--- src/rtl/rv32_pkg.sv ---
// rtl/rv32_pkg.sv - RV32I opcodes, immediate formats and ID-stage output record
package rv32_pkg;

    localparam logic [6:0] OPC_LUI    = 7'b0110111;
    localparam logic [6:0] OPC_AUIPC  = 7'b0010111;
    localparam logic [6:0] OPC_JAL    = 7'b1101111;
    localparam logic [6:0] OPC_JALR   = 7'b1100111;
    localparam logic [6:0] OPC_BRANCH = 7'b1100011;
    localparam logic [6:0] OPC_LOAD   = 7'b0000011;
    localparam logic [6:0] OPC_STORE  = 7'b0100011;
    localparam logic [6:0] OPC_OP_IMM = 7'b0010011;
    localparam logic [6:0] OPC_OP     = 7'b0110011;

    localparam logic [31:0] NOP_INSN = 32'h00000013;

    typedef enum logic [2:0] {
        FMT_I,
        FMT_S,
        FMT_B,
        FMT_U,
        FMT_J,
        FMT_R
    } imm_fmt_e;

    typedef enum logic {
        SQ_RUN,
        SQ_SQUASH
    } sq_state_e;

    // Everything the IF/ID latch presents downstream, kept as one record
    typedef struct packed {
        logic        valid;
        logic [31:0] insn;
        logic [31:0] pc;
        logic [4:0]  rd;
        logic [4:0]  rs1;
        logic [4:0]  rs2;
        logic [2:0]  funct3;
        logic [6:0]  funct7;
        logic [31:0] imm;
        logic [12:0] label;
        logic        branch;
        logic        jump;
        logic        mem_read;
        logic        mem_write;
        logic        reg_write;
        logic        alu_src;
        logic        illegal;
    } id_out_t;

    function automatic id_out_t make_bubble(input logic [31:0] nop);
        id_out_t b;
        b      = '0;
        b.insn = nop;
        return b;
    endfunction

endpackage

--- src/rtl/imm_gen.sv ---
// rtl/imm_gen.sv - RV32I immediate extraction and sign extension
module imm_gen
    import rv32_pkg::*;
(
    input  logic [31:0] insn,
    input  imm_fmt_e    format,
    output logic [31:0] imm
);

    always_comb begin
        imm = '0;
        case (format)
            FMT_I:   imm = {{20{insn[31]}}, insn[31:20]};
            FMT_S:   imm = {{20{insn[31]}}, insn[31:25], insn[11:7]};
            FMT_B:   imm = {{19{insn[31]}}, insn[31], insn[7], insn[30:25], insn[11:8], 1'b0};
            FMT_U:   imm = {insn[31:12], 12'b0};
            FMT_J:   imm = {{11{insn[31]}}, insn[31], insn[19:12], insn[20], insn[30:21], 1'b0};
            default: imm = '0;
        endcase
    end

endmodule

--- src/rtl/id_stage.sv ---
// rtl/id_stage.sv - IF/ID latch and RV32I decode with jump-shadow squash
module id_stage
    import rv32_pkg::*;
#(
    parameter int          JUMP_PENALTY = 1,
    parameter logic [31:0] NOP_INSN     = rv32_pkg::NOP_INSN
) (
    input  logic        clk,
    input  logic        rst,
    input  logic [31:0] insn,
    input  logic [31:0] pc_in,
    input  logic        in_valid,
    input  logic        stall,
    input  logic        flush,
    output logic        out_valid,
    output logic [31:0] insn_out,
    output logic [31:0] pc_out,
    output logic [4:0]  rd,
    output logic [4:0]  rs1,
    output logic [4:0]  rs2,
    output logic [2:0]  funct3,
    output logic [6:0]  funct7,
    output logic [31:0] imm,
    output logic [12:0] label,
    output logic        branch,
    output logic        jump,
    output logic        mem_read,
    output logic        mem_write,
    output logic        reg_write,
    output logic        alu_src,
    output logic        illegal
);

    localparam logic [1:0] PENALTY   = 2'(JUMP_PENALTY);
    localparam bit         SQUASH_EN = (JUMP_PENALTY > 0);

    sq_state_e  state, state_nxt;
    logic [1:0] sq_cnt, sq_cnt_nxt;
    id_out_t    out_q, out_nxt, cap, bubble;

    imm_fmt_e    fmt;
    logic [31:0] dec_imm;
    logic        d_branch, d_jump, d_mem_read, d_mem_write;
    logic        d_reg_write, d_alu_src, d_illegal;

    imm_gen u_imm_gen (
        .insn   (insn),
        .format (fmt),
        .imm    (dec_imm)
    );

    always_comb begin
        fmt         = FMT_R;
        d_branch    = 1'b0;
        d_jump      = 1'b0;
        d_mem_read  = 1'b0;
        d_mem_write = 1'b0;
        d_reg_write = 1'b0;
        d_alu_src   = 1'b0;
        d_illegal   = 1'b0;
        case (insn[6:0])
            OPC_LUI, OPC_AUIPC: begin
                fmt         = FMT_U;
                d_reg_write = 1'b1;
                d_alu_src   = 1'b1;
            end
            OPC_JAL: begin
                fmt         = FMT_J;
                d_jump      = 1'b1;
                d_reg_write = 1'b1;
            end
            OPC_JALR: begin
                fmt         = FMT_I;
                d_jump      = 1'b1;
                d_reg_write = 1'b1;
                d_alu_src   = 1'b1;
            end
            OPC_BRANCH: begin
                fmt      = FMT_B;
                d_branch = 1'b1;
            end
            OPC_LOAD: begin
                fmt         = FMT_I;
                d_mem_read  = 1'b1;
                d_reg_write = 1'b1;
                d_alu_src   = 1'b1;
            end
            OPC_STORE: begin
                fmt         = FMT_S;
                d_mem_write = 1'b1;
                d_alu_src   = 1'b1;
            end
            OPC_OP_IMM: begin
                fmt         = FMT_I;
                d_reg_write = 1'b1;
                d_alu_src   = 1'b1;
            end
            OPC_OP: begin
                fmt         = FMT_R;
                d_reg_write = 1'b1;
            end
            default: d_illegal = 1'b1;
        endcase
    end

    // Record loaded on a normal capture; writes to x0 are dropped here
    always_comb begin
        cap           = '0;
        cap.valid     = 1'b1;
        cap.insn      = insn;
        cap.pc        = pc_in;
        cap.rd        = insn[11:7];
        cap.rs1       = insn[19:15];
        cap.rs2       = insn[24:20];
        cap.funct3    = insn[14:12];
        cap.funct7    = insn[31:25];
        cap.imm       = dec_imm;
        cap.label     = d_branch ? dec_imm[12:0] : 13'd0;
        cap.branch    = d_branch;
        cap.jump      = d_jump;
        cap.mem_read  = d_mem_read;
        cap.mem_write = d_mem_write;
        cap.reg_write = d_reg_write && (insn[11:7] != 5'd0);
        cap.alu_src   = d_alu_src;
        cap.illegal   = d_illegal;
        bubble        = make_bubble(NOP_INSN);
    end

    always_ff @(posedge clk) begin
        if (rst) begin
            state  <= SQ_RUN;
            sq_cnt <= 2'd0;
        end else begin
            state  <= state_nxt;
            sq_cnt <= sq_cnt_nxt;
        end
    end

    always_comb begin
        state_nxt  = state;
        sq_cnt_nxt = sq_cnt;
        if (flush) begin
            state_nxt  = SQ_RUN;
            sq_cnt_nxt = 2'd0;
        end else if (stall) begin
            state_nxt  = state;
            sq_cnt_nxt = sq_cnt;
        end else if (state == SQ_SQUASH) begin
            sq_cnt_nxt = sq_cnt - 2'd1;
            if (sq_cnt_nxt == 2'd0) begin
                state_nxt = SQ_RUN;
            end
        end else if (SQUASH_EN && in_valid && d_jump) begin
            state_nxt  = SQ_SQUASH;
            sq_cnt_nxt = PENALTY;
        end
    end

    always_comb begin
        out_nxt = out_q;
        if (flush) begin
            out_nxt = bubble;
        end else if (stall) begin
            out_nxt = out_q;
        end else if (state == SQ_SQUASH || !in_valid) begin
            out_nxt = bubble;
        end else begin
            out_nxt = cap;
        end
    end

    always_ff @(posedge clk) begin
        if (rst) begin
            out_q <= bubble;
        end else begin
            out_q <= out_nxt;
        end
    end

    assign out_valid = out_q.valid;
    assign insn_out  = out_q.insn;
    assign pc_out    = out_q.pc;
    assign rd        = out_q.rd;
    assign rs1       = out_q.rs1;
    assign rs2       = out_q.rs2;
    assign funct3    = out_q.funct3;
    assign funct7    = out_q.funct7;
    assign imm       = out_q.imm;
    assign label     = out_q.label;
    assign branch    = out_q.branch;
    assign jump      = out_q.jump;
    assign mem_read  = out_q.mem_read;
    assign mem_write = out_q.mem_write;
    assign reg_write = out_q.reg_write;
    assign alu_src   = out_q.alu_src;
    assign illegal   = out_q.illegal;

endmodule

--- config.mk ---
export PLATFORM = sky130hd
export DESIGN_NAME = id_stage
export DESIGN_NICKNAME = d
export VERILOG_FILES = /design/src/rtl/rv32_pkg.sv /design/src/rtl/imm_gen.sv /design/src/rtl/id_stage.sv
export SDC_FILE = /design/constraint.sdc
export NUM_CORES = 1
export LEC_CHECK = 0
export BUFFER_PORTS_ARGS = -buffer_cell sky130_fd_sc_hd__buf_2
export CAP_MARGIN = 20
export CORE_MARGIN = 4
export CORE_UTILIZATION = 42
export DETAILED_ROUTE_END_ITERATION = 8
export GPL_TIMING_DRIVEN = 0
export PLACE_DENSITY = 0.78
export SYNTH_ARGS = -nofsm -noshare
export SYNTH_HDL_FRONTEND = slang
export SYNTH_SLANG_ARGS = --single-unit
--- constraint.sdc ---
create_clock -name clk -period 1.55 [get_ports clk]
set_clock_uncertainty 0.15 [all_clocks]
set_input_delay 0.31 -clock clk [delete_from_list [all_inputs] [get_ports clk]]
set_output_delay 0.31 -clock clk [all_outputs]
set_load 0.02 [all_outputs]
### Word level (Yosys, flattened, before mapping)

Cells that the tools add are included.

| storage, ports and cells | value |
|---|---|
| register bits | 145 |
| output and inout port bits | 142 |

| cells by class | value |
|---|---|
| add/sub/neg operators | 1 |
| eq/ne operators | 13 |
| multiplexer cells | 16 |
| bitwise logic cells | 1 |
| reductions and logical operators | 16 |

Operators with widths:

| kind | number |
|---|---|
| one-hot mux 32 bit (5 select lines) | 1 |
| two-way mux 142 bit | 1 |
| == test 7 x 6 -> 1 bit, second input constant | 3 |
| == test 7 bit, second input constant | 3 |
| one-hot mux 3 bit (5 select lines) | 1 |
| == test 7 x 5 -> 1 bit, second input constant | 2 |
| two-way mux 13 bit | 1 |
| two-way mux 1 bit | 10 |
| OR reduction 9 bit | 1 |
| == test 7 x 2 -> 1 bit, second input constant | 1 |
| OR reduction 7 bit | 1 |
| == test 3 x 2 -> 1 bit, second input constant | 2 |
| OR reduction 2 bit | 3 |
| OR reduction 6 bit | 1 |
| nonzero test 5 bit | 1 |
| two-way mux 2 bit | 2 |
| == test 3 x 1 -> 1 bit, second input constant | 1 |
| == test 3 bit, second input constant | 1 |
| zero test 3 bit | 1 |
| OR reduction 3 bit | 1 |
| logical AND 1 bit | 2 |
| zero test 2 bit | 1 |
| AND reduction 2 bit | 1 |
| nonzero test 2 bit | 1 |
| other kinds (4) | 4 |

### Logic depth before layout (Yosys ltp)

| logic depth | value |
|---|---|
| depth after elaboration | 7 |
| gate-level depth with buffers | 7 |
| gate-level depth less buffers | 5 |

### By module

Synthesis repeated with hierarchy kept, for this count alone.

| second synthesis, totals | value |
|---|---|
| cells, all modules | 554 |
| area, all modules | 4,888.4 um^2 |

Modules (own cells, without submodules):

| module | times used | cells an instance | area each (um^2) | sequential area each (um^2) |
|---|---|---|---|---|
| id_stage | 1 | 460 | 4,347.9 | 2,402.3 |
| imm_gen | 1 | 94 | 540.5 | 0.0 |

### Worst setup path after synthesis

Ideal clock, no wire load.

| timing path | value |
|---|---|
| path kind | input -> register |
| start | input port insn[5] |
| end | register out_q (netlist bit imm[21]) |
| setup time | 0.067 ns |
| arrival time | 1.506 ns |
| setup slack | -0.173 ns |
| cell stages on the path | 6 |
| buffers on the path | 2 |
| cells stage by stage | buf_6 or3_4 o22ai_4 o311ai_2 buf_6 o21ai_2 |

| on the way | value |
|---|---|
| cells in the longest elaborated chain, start to end | 6 |

Ends and longest elaborated chain:

| what | RTL line | RTL |
|---|---|---|
| start, declared | id_stage.sv:10 | `input logic [31:0] insn,` |
| == test 7 x 5 -> 1 bit, or another cell as far along | id_stage.sv:61 | `case (insn[6:0])` |
| OR reduction 3 bit (no line) / OR reduction 2 bit (equally long branches) | n/a |  |
| one-hot mux 3 bit (5 select lines) (*) | id_stage.sv:61 |  |
| == test 3 bit, or another cell as far along | imm_gen.sv:12 | `case (format)` |
| one-hot mux 32 bit (5 select lines) (*) | imm_gen.sv:12 |  |
| two-way mux 142 bit (*) | id_stage.sv:165 | `end else if (state == SQ_SQUASH \|\| !in_valid) begin` |
| end signal, assigned | id_stage.sv:174 | `out_q <= bubble;` |
| end signal, assigned | id_stage.sv:176 | `out_q <= out_nxt;` |
| end, declared | id_stage.sv:39 | `id_out_t out_q, out_nxt, cap, bubble;` |

Every way passes the cells marked *; elsewhere a longest branch is shown, timed or not.
A chain may end at the register's enable or synchronous reset.

==> metrics <==
CORE AREA 10800 um^2; RSZ-0062 raised after global routing true; Hold Vio Cnt, Final 0; Worst EP required 1.09 ns; leakage around 3.2 nW; clk slew on worst S/H paths about 0.06 ns; ANT cells 0; final core area utilization 67.1%; post-route setup slack -0.0148 ns; CTS Buf Count 17; largest net degree at the start of global routing 17; f_max 639 MHz; initial core utilization 42.9%; Worst Setup Path Type reg2out; Wirelength per Cell 18.0 um; clk buf depth 2; Seq/Total Area, Yosys 51.9%; Hold Slack 0.0423 ns; Routed WL 16.6 mm; Port-buffer cells 208; via count roughly 5000; 1st-pass router iterations 6; gr usage total 25.4%; GRT overflow 0; flops & latches, synth 120; Placer Congestion 0.853; Die Y-Extent 113 um; CTS Root Cell clkbuf_8; critical path launch point type flip-flop; Post-synth EDFFs 0; CTS sink cnt 120; detailed placement HPWL 11.5 mm; Rows 38; drt initial violations 355; Final ANT Viol Nets 0; max-cap viol count 0; Critical Path End Type output pin; library cells used by synthesis 46; FILL cells 813; TritonCTS clock tree built; vias in the first global route just over 5000; crit-path max FO 3; warning count from the yosys run 0; synth-to-layout area growth 56.5%; Worst EP arrival around 1.1 ns; die width between 100 and 150 um; Mapped Nets 572; Die ar. between 10000 and 15000 um^2; IO Count 211; DRC Markers 0; fin nets 846; first-pass GRT wire length around 26 mm; Final Slew Violations 0; Hold Path Class in2reg; worst-skew pair later-pin latency roughly 0.5 ns; Area after DPL 5870 um^2; Setup TNS -0.0148 ns; fin crit period 1.56 ns; Pwr per Cell Area 1080 nW/um^2; Pwr Total 0.00781 W; failing checks setup timing; Design Area, Final 7240 um^2; final setup vio count 1; Synth async-reset ratio 0%; Slew @ Worst Pin 0.626 ns; status finished, violations left; drt via density 5.36; initial antenna violation count 0; Avg Inst Size Synth 9.22 um^2; Cell Area, Synth about 4600 um^2; peak supply drop around 0.00076 V; most used flip-flop cell after synthesis dfxtp_1; Slew HR 58.3%; Cells after Synth 502; fin crit share 101%; depth of the CTS H-tree 4; fraction of layout instances using a drive strength above 1 41.5%
==> power breakdown <==
part | switching (W) | total, W | internal [W] | leakage [nW]
clock network | 0.00134 | 0.00393 | 0.00259 | 0.285
logic | 0.000400 | 0.000724 | 0.000325 | 1.97
registers | 0.0000265 | 0.00315 | 0.00312 | 0.982
total | 0.00177 | 0.00781 | 0.00604 | 3.24
==> critical path, stage by stage, from the launching register on <==
cell     delay [ns]
dfxtp_4        0.36
buf_6          0.12
buf_6          0.12
==> repair_timing <==
item | in CTS | in global routing
hold buffers | 61 | 0
setup buffers | 8 | 3
endpoints found under the hold margin | 87 | 0
pin swaps | 2 | 3
gates resized for setup | 93 | 23
setup endpoints to repair | 140 | 91
==> per-stage QoR <==
stage	setup WS [ns]	instances
after detailed placement	-0.848	850
after global routing	-0.0501	926
after floorplan	-0.164	502
final	-0.0148	926
after global placement	-0.796	850
after CTS	-0.0416	923
==> state kept, by name, summed over array words and instances (netlist names), 2 cells and up <==
register / cells
imm: 32
insn_out: 32
label: 13
pc_out: 32
sq_cnt: 2
==> routing by layer <==
metal	vias to the layer above	global-route usage (%)	routed length (um)
li1	2300	-	-
met1	2358	29.0	6420
met2	270	44.9	8450
met3	34	7.54	1470
met4	0	9.29	306
met5	-	0	0
==> layout make-up <==
cell class / count / area (um^2) / share of cell area (%)
well taps: 140 / 175 / 2.42
clock buffers: 22 / 473 / 6.53
plain buffers: 39 / 231 / 3.20
clock inverters: 7 / 119 / 1.64
repair buffers: 280 / 1910 / 26.4
flip-flops and latches: 120 / 2440 / 33.7
inverters: 4 / 15.0 / 0.207
multi-input cells: 314 / 1880 / 26.0
==> path summary, 6_finish.rpt <==
kind	startpoint	endpoint	slack, ns	cells after the start
worst max-delay path	insn_out[24]	rs2[4]	-0.01	2
worst min-delay path	insn[20]	imm[20]	0.04	3
worst max register to register	state	illegal	0.06	5
worst min register to register	imm[12]	imm[12]	0.30	2
==> logic make-up (layout without fill, tap and decap cells) <==
| kind of cell | after synthesis | count (layout) | share of synthesized area, % |
|---|---|---|---|
| adders and majority gates | 1 | 1 | 0.270 |
| AOI/OAI and AO/OA | 159 | 159 | 24.3 |
| buffers and inverters | 68 | 352 | 8.27 |
| muxes | 1 | 1 | 0.216 |
| DFF | 120 | 120 | 51.9 |
| and+or+nand+nor | 153 | 153 | 15.0 |
==> synthesized netlist by cell type (7+ instances only) <==
| cell | n | share of area, % |
|---|---|---|
| nand2_1 | 37 | 3.0 |
| nand3_1 | 7 | 0.76 |
| nor2_1 | 85 | 6.9 |
| clkbuf_1 | 23 | 1.9 |
| dfxtp_1 | 120 | 52 |
| a21oi_1 | 19 | 2.1 |
| o21ai_0 | 14 | 1.5 |
| buf_4 | 25 | 4.1 |
| a22oi_1 | 72 | 12 |
| o21ai_2 | 12 | 2.3 |
| buf_2 | 9 | 0.97 |
| o21ai_1 | 12 | 1.3 |
| a21boi_0 | 11 | 1.8 |
==> layout by cell type, fill, tap and decap left out, types with 3 or more instances in the layout <==
cell,instances
a22o_1,6
dfxtp_2,25
a22oi_1,72
and3_1,3
o21ai_0,14
dfxtp_1,94
buf_4,20
dlygate4sd3_1,61
a21oi_1,17
buf_6,30
clkbuf_8,5
inv_1,4
buf_2,180
bufinv_16,3
clkbuf_2,11
nor2_1,83
o22ai_1,4
nand2_1,36
o21ai_2,12
clkbuf_1,14
a21boi_0,10
clkbuf_16,16
o21ai_1,12
nand3_1,7
Power figures use the tool's default switching activity.
